File: src/rtl/nn_zoffset_ctrl_pkg.sv
// Shared constants for the z-offset sequencer: FSM encoding, LFSR seed/taps
// and the LFSR next-state function reused by other stochastic generators.
package nn_zoffset_ctrl_pkg;

   localparam logic [1:0] ST_IDLE  = 2'd0;
   localparam logic [1:0] ST_CLEAR = 2'd1;
   localparam logic [1:0] ST_RUN   = 2'd2;
   localparam logic [1:0] ST_DONE  = 2'd3;

   localparam logic [15:0] LFSR_SEED_DEF = 16'd13441;
   // Taps 16,14,13,11 expressed as bit positions 15,13,12,10
   localparam logic [15:0] LFSR_TAPS = 16'hB400;

   function automatic logic [15:0] lfsr16_next(input logic [15:0] cur);
      return {cur[14:0], ^(cur & LFSR_TAPS)};
   endfunction

endpackage

File: src/rtl/nn_lfsr16.sv
// 16-bit Fibonacci LFSR (shift left, feedback into bit 0) with synchronous
// seed load; reset returns it to RST_VAL.
module nn_lfsr16
   import nn_zoffset_ctrl_pkg::*;
#(
   parameter logic [15:0] RST_VAL = LFSR_SEED_DEF
) (
   input  logic        CLK,
   input  logic        INIT,
   input  logic        load,
   input  logic        en,
   input  logic [15:0] seed,
   output logic [15:0] q
);

   // LFSR state: load has priority over stepping
   always_ff @(posedge CLK or negedge INIT) begin
      if (!INIT) begin
         q <= RST_VAL;
      end else if (load) begin
         q <= seed;
      end else if (en) begin
         q <= lfsr16_next(q);
      end else begin
         q <= q;
      end
   end

endmodule

File: src/rtl/nn_zoffset_ctrl.sv
// Z-offset sequencer: clears the add/sub datapath, drives an LFSR-derived
// offset bitstream for len cycles and counts ones on the returned stream.
module nn_zoffset_ctrl
   import nn_zoffset_ctrl_pkg::*;
#(
   parameter int          WIDTH = 8,
   parameter int          LEN_W = 10,
   parameter int          ZLAT  = 1,
   parameter logic [15:0] SEED  = LFSR_SEED_DEF
) (
   input  logic             CLK,
   input  logic             INIT,
   input  logic             abort,
   input  logic             cfg_valid,
   output logic             cfg_ready,
   input  logic [WIDTH-1:0] cfg_offset,
   input  logic [LEN_W-1:0] cfg_len,
   output logic             dp_init,
   output logic             d,
   input  logic             zd,
   output logic             res_valid,
   input  logic             res_ready,
   output logic [LEN_W-1:0] res_count,
   output logic             busy
);

   localparam logic [LEN_W:0]   CYC_ONE = (LEN_W+1)'(1);
   localparam logic [LEN_W:0]   ZLAT_E  = (LEN_W+1)'(ZLAT);
   localparam logic [LEN_W-1:0] CNT_ONE = LEN_W'(1);

   logic [1:0]       state_r;
   logic [WIDTH-1:0] offset_r;
   logic [LEN_W-1:0] len_r;
   logic [LEN_W:0]   cyc_r;
   logic [LEN_W-1:0] res_count_r;
   logic             dp_init_r;
   logic             d_r;
   logic             res_valid_r;

   logic [15:0]      lfsr_q_s;
   logic             lfsr_hi_unused_s;
   logic             lfsr_en_s;
   logic             accept_s;
   logic             cmp_s;
   logic             more_d_s;
   logic             sample_s;
   logic             run_last_s;
   logic [LEN_W:0]   len_ext_s;

   assign cfg_ready = (state_r == ST_IDLE);
   assign busy      = (state_r != ST_IDLE);
   assign dp_init   = dp_init_r;
   assign d         = d_r;
   assign res_valid = res_valid_r;
   assign res_count = res_count_r;

   assign accept_s   = cfg_valid & (state_r == ST_IDLE);
   assign len_ext_s  = {1'b0, len_r};
   assign cmp_s      = (lfsr_q_s[WIDTH-1:0] < offset_r);
   // cyc_r is the RUN cycle index; more_d_s means the next cycle still carries d
   assign more_d_s   = ((cyc_r + CYC_ONE) < len_ext_s);
   assign sample_s   = (cyc_r >= ZLAT_E);
   assign run_last_s = (cyc_r == (len_ext_s + ZLAT_E - CYC_ONE));
   assign lfsr_hi_unused_s = ^lfsr_q_s;

   // The LFSR is seeded at accept so it holds SEED throughout CLEAR
   nn_lfsr16 #(
      .RST_VAL (SEED)
   ) u_lfsr (
      .CLK  (CLK),
      .INIT (INIT),
      .load (accept_s),
      .en   (lfsr_en_s),
      .seed (SEED),
      .q    (lfsr_q_s)
   );

   // LFSR stepping: one step per emitted d bit
   always_comb begin
      lfsr_en_s = 1'b0;
      case (state_r)
         ST_CLEAR: lfsr_en_s = (len_r != {LEN_W{1'b0}});
         ST_RUN:   lfsr_en_s = more_d_s;
         default:  lfsr_en_s = 1'b0;
      endcase
   end

   // Sequencer FSM, window counter, result counter and registered outputs
   always_ff @(posedge CLK or negedge INIT) begin
      if (!INIT) begin
         state_r     <= ST_IDLE;
         offset_r    <= {WIDTH{1'b0}};
         len_r       <= {LEN_W{1'b0}};
         cyc_r       <= {(LEN_W+1){1'b0}};
         res_count_r <= {LEN_W{1'b0}};
         dp_init_r   <= 1'b0;
         d_r         <= 1'b0;
         res_valid_r <= 1'b0;
      end else if (abort && (state_r != ST_IDLE)) begin
         state_r     <= ST_IDLE;
         dp_init_r   <= 1'b0;
         d_r         <= 1'b0;
         res_valid_r <= 1'b0;
      end else begin
         case (state_r)
            ST_IDLE: begin
               if (cfg_valid) begin
                  offset_r  <= cfg_offset;
                  len_r     <= cfg_len;
                  dp_init_r <= 1'b1;
                  state_r   <= ST_CLEAR;
               end
            end
            ST_CLEAR: begin
               dp_init_r   <= 1'b0;
               cyc_r       <= {(LEN_W+1){1'b0}};
               res_count_r <= {LEN_W{1'b0}};
               if (len_r != {LEN_W{1'b0}}) begin
                  state_r <= ST_RUN;
                  d_r     <= cmp_s;
               end else begin
                  state_r     <= ST_DONE;
                  res_valid_r <= 1'b1;
               end
            end
            ST_RUN: begin
               cyc_r <= cyc_r + CYC_ONE;
               d_r   <= more_d_s & cmp_s;
               if (sample_s && zd) begin
                  res_count_r <= res_count_r + CNT_ONE;
               end
               if (run_last_s) begin
                  state_r     <= ST_DONE;
                  res_valid_r <= 1'b1;
               end
            end
            ST_DONE: begin
               if (res_ready) begin
                  state_r     <= ST_IDLE;
                  res_valid_r <= 1'b0;
               end
            end
            default: begin
               state_r     <= ST_IDLE;
               dp_init_r   <= 1'b0;
               d_r         <= 1'b0;
               res_valid_r <= 1'b0;
            end
         endcase
      end
   end

endmodule

File: config.mk
export PLATFORM = sky130hd
export DESIGN_NAME = nn_zoffset_ctrl
export DESIGN_NICKNAME = d
export VERILOG_FILES = /design/src/rtl/nn_zoffset_ctrl_pkg.sv /design/src/rtl/nn_lfsr16.sv /design/src/rtl/nn_zoffset_ctrl.sv
export SDC_FILE = /design/constraint.sdc
export NUM_CORES = 1
export LEC_CHECK = 0
export CORE_ASPECT_RATIO = 0.8
export CORE_MARGIN = 2
export CORE_UTILIZATION = 62
export CTS_BUF_LIST = sky130_fd_sc_hd__clkbuf_8
export DETAILED_ROUTE_END_ITERATION = 10
export DONT_BUFFER_PORTS = 1
export GPL_TIMING_DRIVEN = 0
export MAX_ROUTING_LAYER = met4
export PLACE_DENSITY = 0.78
export REMOVE_ABC_BUFFERS = 1
export SLEW_MARGIN = 20
export SYNTH_ARGS = -nofsm -noshare
export SYNTH_HDL_FRONTEND = slang
export SYNTH_SLANG_ARGS = --single-unit
File: constraint.sdc
create_clock -name CLK -period 4.1 [get_ports CLK]
set_clock_uncertainty 0.2 [all_clocks]
set_input_delay 0.615 -clock CLK [delete_from_list [all_inputs] [get_ports CLK]]
set_output_delay 0.615 -clock CLK [all_outputs]
set_load 0.02 [all_outputs]
==> Word-level counts from Yosys, hierarchy flattened <==
Index checks and enable logic that the tools add are counted.
Widths: inputs -> output; s select.
{ "op_classes": {"n_eq_ne": 10, "n_addsub": 4, "n_mux": 23, "bitwise_logic": 3, "n_lt_le_gt_ge": 3, "reduce_logical": 18} }
{ "ops": {"columns": ["operator", "n"], "rows": [
  ["$mux 16", 2],
  ["$pmux 11 s2", 1],
  ["$pmux 10 s2", 1],
  ["$reduce_xor 16->1", 1],
  ["$ne 3x3->1 const B", 4],
  ["$add 10x1->11 const B", 1],
  ["$add 11x1->11 const B", 1],
  ["$eq 11x11->1", 1],
  ["$ge 11x1->1 const B", 1],
  ["$lt 11x10->1", 1],
  ["$sub 11x1->11 const B", 1],
  ["$add 10x1->10 const B", 1],
  ["$mux 10", 1],
  ["$reduce_bool 10->1", 1],
  ["$mux 1", 9],
  ["$reduce_and 3->1", 3],
  ["$lt 8x8->1", 1],
  ["$mux 2", 4],
  ["$pmux 2 s4", 1],
  ["$pmux 1 s2", 3],
  ["$reduce_and 2->1", 3],
  ["$reduce_bool 2->1", 3],
  ["$reduce_bool 3->1", 2],
  ["$eq 2x2->1 const B", 2],
  ["other kinds (10)", 12]
]} }
{ "totals": {"inputBits": 24, "ff_bits": 60, "elab_cells": 70} }

==> Longest topological paths before layout <==
Gate-level depths: netlist of the first run.
{ "logic_depth": {"ltp_word": 6, "ltp_mapped": 12} }

==> Cells and area by module <==
A second synthesis of the first run with hierarchy kept.
{ "hier_totals": {"cells_unflattened": 376, "hier_area_um2": 3609.7} }
{ "modules_own_cells": {"columns": ["mod", "cells_per_inst", "area_per_inst_um2", "n_inst", "seq_area_each_um2"], "rows": [
  ["nn_zoffset_ctrl", 303, 2822.7, 1, 1101.1],
  ["nn_lfsr16", 73, 787.0, 1, 406.6]
]} }

==> Worst setup path after synthesis of the first run <==
OpenSTA, ideal clock, no wires.
{ "synth_timing": {"path_type": "reg-to-reg", "start": "reg cyc_r[0]", "end": "reg u_lfsr.q[15]", "path_buffers": 1, "setup_ps": 86, "path_stages_with_launch": 12, "path_slack_ps": 1101, "period_less_slack_ps": 2999, "t_required_ps": 3814, "arrival_time_ps": 2713, "path_cell_list": "dfrtp_1 -> ha_1 -> nand4_4 -> or2_1 -> xnor2_1 -> ha_1 -> a21o_2 -> a2111oi_2 -> nand3_2 -> o22a_4 -> buf_12 -> o221ai_2"} }
{ "synth_via": {"elab_chain_cells": 4} }
{ "synth_lines": {"columns": ["item", "line", "rtl"], "rows": [
  ["start, declared", "nn_zoffset_ctrl.sv:34", "logic [LEN_W:0] cyc_r;"],
  ["start signal, assigned", "nn_zoffset_ctrl.sv:94", "cyc_r <= {(LEN_W+1){1'b0}};"],
  ["start signal, assigned", "nn_zoffset_ctrl.sv:116", "cyc_r <= {(LEN_W+1){1'b0}};"],
  ["start signal, assigned", "nn_zoffset_ctrl.sv:127", "cyc_r <= cyc_r + CYC_ONE;"],
  ["$add 11x1->11", "nn_zoffset_ctrl.sv:61", "assign more_d_s = ((cyc_r + CYC_ONE) < len_ext_s);"],
  ["$lt 11x10->1", "nn_zoffset_ctrl.sv:61", null],
  ["$pmux 1 s2", "nn_zoffset_ctrl.sv:81", "case (state_r)"],
  ["$reduce_bool 2->1 (no line)", null, null],
  ["end signal, assigned", "nn_lfsr16.sv:23", "q <= lfsr16_next(q);"],
  ["end signal, assigned", "nn_lfsr16.sv:25", "q <= q;"],
  ["end, declared", "nn_lfsr16.sv:13", "output logic [15:0] q"]
]} }
No other way between the ends.
A chain may end at the register's enable or synchronous reset.

==> Worst setup path after layout of the first run <==
{ "layout_timing": {"start": "reg cyc_r[0]", "end": "reg u_lfsr.q[12]"} }
Same word-level chain as after synthesis.

==> results.ini, run 1 <==
[setup_path]
end_kind = register
path_class = register to register
critical_path_required_ps = 4180
startpoint_type = register
crit_fanout = 16
cp.arrival_ps = 3350

[min_path]
holdCritPathClass = input port to register

[yosys]
postSynth.asyncResetShare_pct = 100.0
ys.warnings.count = 0
postSynthAreaPerCell_um2 = 9.413
synth.distinct_cells = 63
netlist.area_leader.share_pct = 35.40
synth-edff-count = 0
synth.area.top_cells = dfrtp_1 35%, ha_1 7.7%, nand2_1 5.2%
yosysTopAreaCell = dfrtp_1
ys_seq_elements = 60
synthFlopType = dfrtp_1
syn_area_um2 = 3887
netlist_instances = 413
ys_seq_area_share_pct = 38.78

[clock_tree]
cts_tree = built
cts_buffers = 9
clk_latency_ps = 350
cts_setup_buffers = 0
cts_root_buffer = clkbuf_8
clk_pin_slew_ps = 60
clock-sinks = 60
cts_max_path_buffers = 2
h-tree-depth = 3

[routing]
routed_wl_mm = 8.291
vias = 3000
drtAntennaViolNets = 0
drt_first_pass_iters = 4
wl_per_cell_um = 16.92
drcViolationCount = 0
drt-initial-drc-count = 160
viasPerCell = 6.122

[placement]
place_ws_ps = 839.2
port_buffers = 0
dpl_cell_area_um2 = 3814
gp_congestion = 0.8948
post-dp-hpwl_mm = 5.673

[power]
power_frac_clock_pct = 17.4
p_int_uw = 1533
ir_worst_vdd_v = 0.0002897
p_leak_uw = 0.001795
power_frac_comb_pct = 46.6
p_sw_share_pct = 45.13
p_total_uw = 2794
p_seq_share_pct = 36.0
pwr_density_cell_nw_per_um2 = 693.4
switchingPower_uw = 1261

[die]
die-area_um2 = 6924
num_io_pins = 39
rows = 25
dieHeight_um = 74.83
core-area_um2 = 5974
initial_core_util_pct = 65.07
die_w_um = 92.53

[cells_and_area]
drive_above_1_share_pct = 12.96
nets = 452
fillers = 497
final_area_um2 = 4030
layout_common_cells = 55 x dfrtp_1, 54 x nand2_1, 39 x inv_1
mostFrequentLayoutCell = dfrtp_1
syn2layout_area_growth_pct = 3.669
antennaDiodeCount = 0

[job]
drv_cap = 0

[sta]
post-route-period-util_pct = 79.77
max_freq_mhz = 305.8
finalSetupTns_ps = 0
relSlewSlack_pct = 50.25
worst_pin_slew_ps = 746.2
setup_violations = 0
period_minus_slack_ps = 3270
slew_viol_final = 0
finalHoldViolCount = 0
grt_setup_unrepaired = no
worst_slack_ps = 829.5

[global_route]
grt_pass1_wl_mm = 13.85
grt_usage_pct = 26.85
grt_max_degree = 61
grt_pass1_vias = 2902
grt-ovfl-total = 0
antenna_found_initial = 0

[status]
status = completed

-- critical path, cell delays in order (launching register included) --
cell and delay, ps:
dfrtp_1 470, ha_1 290, nand4_4 130, or2_1 320
xnor2_1 150, ha_1 300, a21o_2 210, a2111oi_2 390
nand3_2 120, o22a_4 340, o221a_1 280
-- cells by family (layout without fill, tap and decap cells) --
| logic type | Yosys count | count (layout) | share of synthesized area [%] |
|---|---|---|---|
| xor+xnor | 24 | 24 | 5.407 |
| fa+ha+maj | 24 | 24 | 7.725 |
| mux | 1 | 1 | 0.2575 |
| buf+inv | 60 | 56 | 8.175 |
| flops | 60 | 60 | 38.78 |
| compound gates | 94 | 94 | 19.67 |
| simple gates | 150 | 150 | 19.99 |
-- registers in the layout (all words and copies together), names as in the netlist --
name and flops:
dp_init 1, res_valid 1, res_count 10, state_r 2, len_r 10, d 1
cyc_r 11, u_lfsr.q 16, offset_r 8
-- power by group through the flow --
| stage | registers, uW | clock network [uW] | logic, uW |
|---|---|---|---|
| finish | 1010 | 487 | 1300 |
| global route | 1030 | 516 | 1470 |
| CTS | 1000 | 494 | 1300 |
| detailed placement | 1010 | 0 | 1270 |
| global placement | 1000 | 0 | 1220 |
| floorplan | 960 | 0 | 1010 |
-- path summary, 6_finish.rpt --
path	start	end	slack, ps	cells past startpoint
max	cyc_r[0]$_DFFE_PN0P_	u_lfsr.q[12]$_DFFE_PN1P_	830	10
min	cfg_len[0]	len_r[0]$_DFFE_PN0P_	170	2
max reg2reg	cyc_r[0]$_DFFE_PN0P_	u_lfsr.q[12]$_DFFE_PN1P_	830	10
min reg2reg	offset_r[0]$_DFFE_PN0P_	offset_r[0]$_DFFE_PN0P_	330	2
max in group asynchronous	INIT	u_lfsr.q[13]$_DFFE_PN1P_	2790	2
min in group asynchronous	INIT	res_count[8]$_DFFE_PN0P_	590	2
-- per-stage QoR --
step / hold WS [ps] / utilization [%] / instances
global placement: 120.7 / 63.83 / 472
CTS: 166.0 / 67.46 / 490
detailed placement: 120.9 / 63.83 / 472
floorplan: 119.4 / - / 391
global route: 181.1 / 67.46 / 490
finish: 171.6 / 67.46 / 490
-- synth_stat cells (2+ instances only) --
cell and count:
a211oi_1 3, a21o_1 4, a21oi_1 9, a22o_1 4
and3_1 6, buf_2 4, buf_6 9, clkbuf_1 6
dfrtp_1 55, dfstp_2 5, ha_1 24, inv_1 38
nand2_1 54, nand2b_1 3, nand3_1 33, nand3_2 3
nand3b_1 2, nand4_1 4, nor2_1 18, nor3_2 2
nor4_1 6, o2111ai_1 2, o211ai_1 4, o21ai_0 29
o21ai_1 2, o21ai_2 2, o221a_1 4, o221ai_1 2
o221ai_2 11, o22ai_1 2, o31ai_1 4, or3_1 3
or4_1 4, xnor2_1 15, xor2_1 9
-- layer usage --
layer / routed length [um] / global-route usage (%) / up-vias
met3: 597 / 6.106 / 12
met5: 0 / - / -
li1: - / - / 1447
met4: 144 / 9.784 / 0
met1: 3800 / 35.47 / 1431
met2: 3749 / 41.20 / 110
-- cell type report --
class,count,area [um^2],share of cell area (%)
flip-flops and latches,60,1508,37.41
clock inverters,5,27.53,0.6830
multi-input cells,293,2062,51.16
well taps,81,101.3,2.515
repair buffers,2,37.54,0.9314
clock buffers,11,151.4,3.757
inverters,38,142.6,3.539
-- repair_timing --
item                      CTS  global route
hold buffers                2             0
hold endpoints to repair   60             0
gates resized for setup     0             0
No activity file was read; power rests on OpenSTA's default activity.
==> run 2, diff against run 1 <==
- CORE_UTILIZATION: 62 -> 60
- PLACE_DENSITY: 0.78 -> 0.79
- clock period: 4.1 -> 3 ns (I/O delays scaled with it)
==> run 2 against run 1 <==
Via count up 5.6%. Worst hold slack worse by 160 ps. Non-clock buffer count is 15 higher. Worst setup slack got worse by 820 ps. Clock power is 51% higher. Total power grew 43%. Clock-buffer cell count fell by 2. Sequential power grew 37%. Critical path depth is the same. First-iteration DRC count is 48% higher. Critical path type unchanged. Highest routed layer unchanged.
==> results.ini, run 2 (synthesis results as in run 1) <==
[cells_and_area]
antennaDiodeCount = 0  ; unchanged
regMostFlops = u_lfsr.q  ; unchanged
nets = 468  ; was 452
final_area_um2 = 4255  ; was 4030 um^2
drive_above_1_share_pct = 19.76  ; was 12.96%
layout_common_cells = 54 x nand2_1, 47 x dfrtp_1, 38 x inv_1  ; was 55 x dfrtp_1, 54 x nand2_1, 39 x inv_1
final_cells = 509  ; was 490
largest_reg_flops = 16  ; unchanged
top_regs = u_lfsr.q: 16 flops, cyc_r: 11 flops  ; unchanged
fillers = 487  ; was 497
syn2layout_area_growth_pct = 9.462  ; was 3.669%
mostFrequentLayoutCell = nand2_1  ; was dfrtp_1

[global_route]
grt_pass1_wl_mm = 14.72  ; was 13.85 mm
grt_pass1_vias = 3078  ; was 2902
grt_max_degree = 61  ; unchanged
antenna_found_initial = 0  ; unchanged
grt_usage_pct = 26.65  ; was 26.85%
grt-ovfl-total = 0  ; unchanged

[power]
switchingPower_uw = 1793  ; was 1261 uW
ir_worst_vdd_v = 0.0004480  ; was 0.0002897 V
power_frac_clock_pct = 18.4  ; was 17.4%
power_frac_comb_pct = 47.2  ; was 46.6%
p_leak_uw = 0.001879  ; was 0.001795 uW
p_total_uw = 4000  ; was 2794 uW
p_seq_share_pct = 34.4  ; was 36.0%
pwr_density_cell_nw_per_um2 = 940.1  ; was 693.4 nW/um^2
p_int_uw = 2208  ; was 1533 uW
p_sw_share_pct = 44.82  ; was 45.13%

[routing]
drcViolationCount = 0  ; unchanged
wl_per_cell_um = 17.48  ; was 16.92 um
viasPerCell = 6.222  ; was 6.122
drt_first_pass_iters = 4  ; unchanged
routed_wl_mm = 8.897  ; was 8.291 mm
drt-initial-drc-count = 236  ; was 160
drtAntennaViolNets = 0  ; unchanged
vias = 3167  ; was 3000

[die]
die_w_um = 94.00  ; was 92.53 um
rows = 26  ; was 25
die-area_um2 = 7143  ; was 6924 um^2
num_io_pins = 39  ; unchanged
initial_core_util_pct = 61.60  ; was 65.07%
dieHeight_um = 76.00  ; was 74.83 um
core-area_um2 = 6311  ; was 5974 um^2

[sta]
finalHoldViolCount = 0  ; unchanged
setup_violations = 0  ; unchanged
slew_viol_final = 0  ; unchanged
relSlewSlack_pct = 50.46  ; was 50.25%
worst_pin_slew_ps = 736.3  ; was 746.2 ps
grt_setup_unrepaired = yes  ; was no
post-route-period-util_pct = 99.59  ; was 79.77%
period_minus_slack_ps = 2988  ; was 3270 ps
max_freq_mhz = 334.7  ; was 305.8 MHz
finalSetupTns_ps = 0  ; unchanged

[placement]
dpl.cell_count = 475  ; was 472
gp_congestion = 0.8712  ; was 0.8948
post-dp-hpwl_mm = 5.798  ; was 5.673 mm
dpl_cell_area_um2 = 3817  ; was 3814 um^2
port_buffers = 0  ; unchanged

[setup_path]
path_class = register to register  ; unchanged
crit_fanout = 8  ; was 16
startpoint_type = register  ; unchanged
cp.arrival_ps = 3060  ; was 3350 ps
critical_path_required_ps = 3080  ; was 4180 ps
end_kind = register  ; unchanged

[clock_tree]
cts_buffers = 9  ; unchanged
h-tree-depth = 3  ; unchanged
cts_tree = built  ; unchanged
clk_pin_slew_ps = 70  ; was 60 ps
cts_root_buffer = clkbuf_8  ; unchanged
cts_max_path_buffers = 2  ; unchanged
clock-sinks = 60  ; unchanged
clk_latency_ps = 350  ; about the same

[min_path]
holdCritPathClass = input port to register  ; unchanged

[job]
drv_cap = 0  ; unchanged

[status]
status = completed  ; unchanged

-- run 2: cell count changes in the layout (fill, tap and decap cells not counted), moves of 2 or more --
cell        previous run  this run
buf_4                  0        15
dfrtp_1               55        47
dfrtp_2                0         8
clkinvlp_4             0         3
ha_1                  24        21
clkbuf_8              11         9
clkinv_2               3         1
ha_4                   0         2
inv_6                  0         2
-- run 2: timing repair --
item                                    CTS  global route
endpoints found under the setup margin   17            19
pin swaps                                 2             7
endpoints found under the hold margin    60             0
buffers inserted                          6             9
hold buffers                              2             0
gates cloned                              1             0
resized for setup                         7            11
-- run 2: cell type report --
| type | instances | area [um^2] | share of cell area (%) |
|---|---|---|---|
| clock inverters | 7 | 75.07 | 1.764 |
| well taps | 84 | 105.1 | 2.470 |
| inverters | 38 | 142.6 | 3.352 |
| multi-input cells | 294 | 2141 | 50.31 |
| clock buffers | 9 | 123.9 | 2.911 |
| repair buffers | 17 | 150.1 | 3.528 |
| flip-flops and latches | 60 | 1518 | 35.67 |
-- run 2: power by group through the flow --
stage	logic (uW)	registers, uW	clock network [uW]
3_3_place_gp	1650	1370	0
3_5_place_dp	1730	1390	0
5_1_grt	2120	1410	784
2_1_floorplan	1380	1310	0
4_1_cts	1830	1370	745
6_report	1890	1380	737
-- run 2: routing by layer --
layer  vias up  wire [um]  GRT usage, %
met4         0        112         6.232
li1       1486          -             -
met1      1570       3990         37.02
met2        98       4229         39.36
met3        13        563         7.221
met5         -          0             -
-- run 2: worst paths after layout --
kind,from,to,slack [ps],cells after the start
min in group asynchronous,INIT,len_r[7]$_DFFE_PN0P_,450,2
hold reg to reg,offset_r[0]$_DFFE_PN0P_,offset_r[0]$_DFFE_PN0P_,290,2
hold / removal,cfg_offset[0],offset_r[0]$_DFFE_PN0P_,10,2
max in group asynchronous,INIT,u_lfsr.q[12]$_DFFE_PN1P_,1830,2
setup / recovery,cyc_r[1]$_DFFE_PN0P_,u_lfsr.q[12]$_DFFE_PN1P_,10,10
setup reg to reg,cyc_r[1]$_DFFE_PN0P_,u_lfsr.q[12]$_DFFE_PN1P_,10,10
-- run 2: worst max-delay path, stage by stage (launching register included) --
cell and delay, ps:
dfrtp_2 410, ha_4 180, nand4_4 120, or2_4 270, xnor2_1 190, ha_1 280, a21o_2 230, a2111oi_4 300
nand3_2 160, o22a_4 300, o221a_1 280
-- run 2: metrics by stage --
step	setup slack, ps	hold slack, ps	utilization, %
finish	12.21	11.73	67.43
global route	-118.8	16.50	67.43
CTS	6.328	10.42	65.40
detailed placement	-283.4	-44.05	60.49
global placement	-225.5	-43.69	60.49
floorplan	-26.12	-45.59	-
==> run 3, diff against run 2 <==
- ABC_AREA: default -> 0
==> results of run 3 <==
The final DEF is identical to that of run 2; final timing and power are the same.
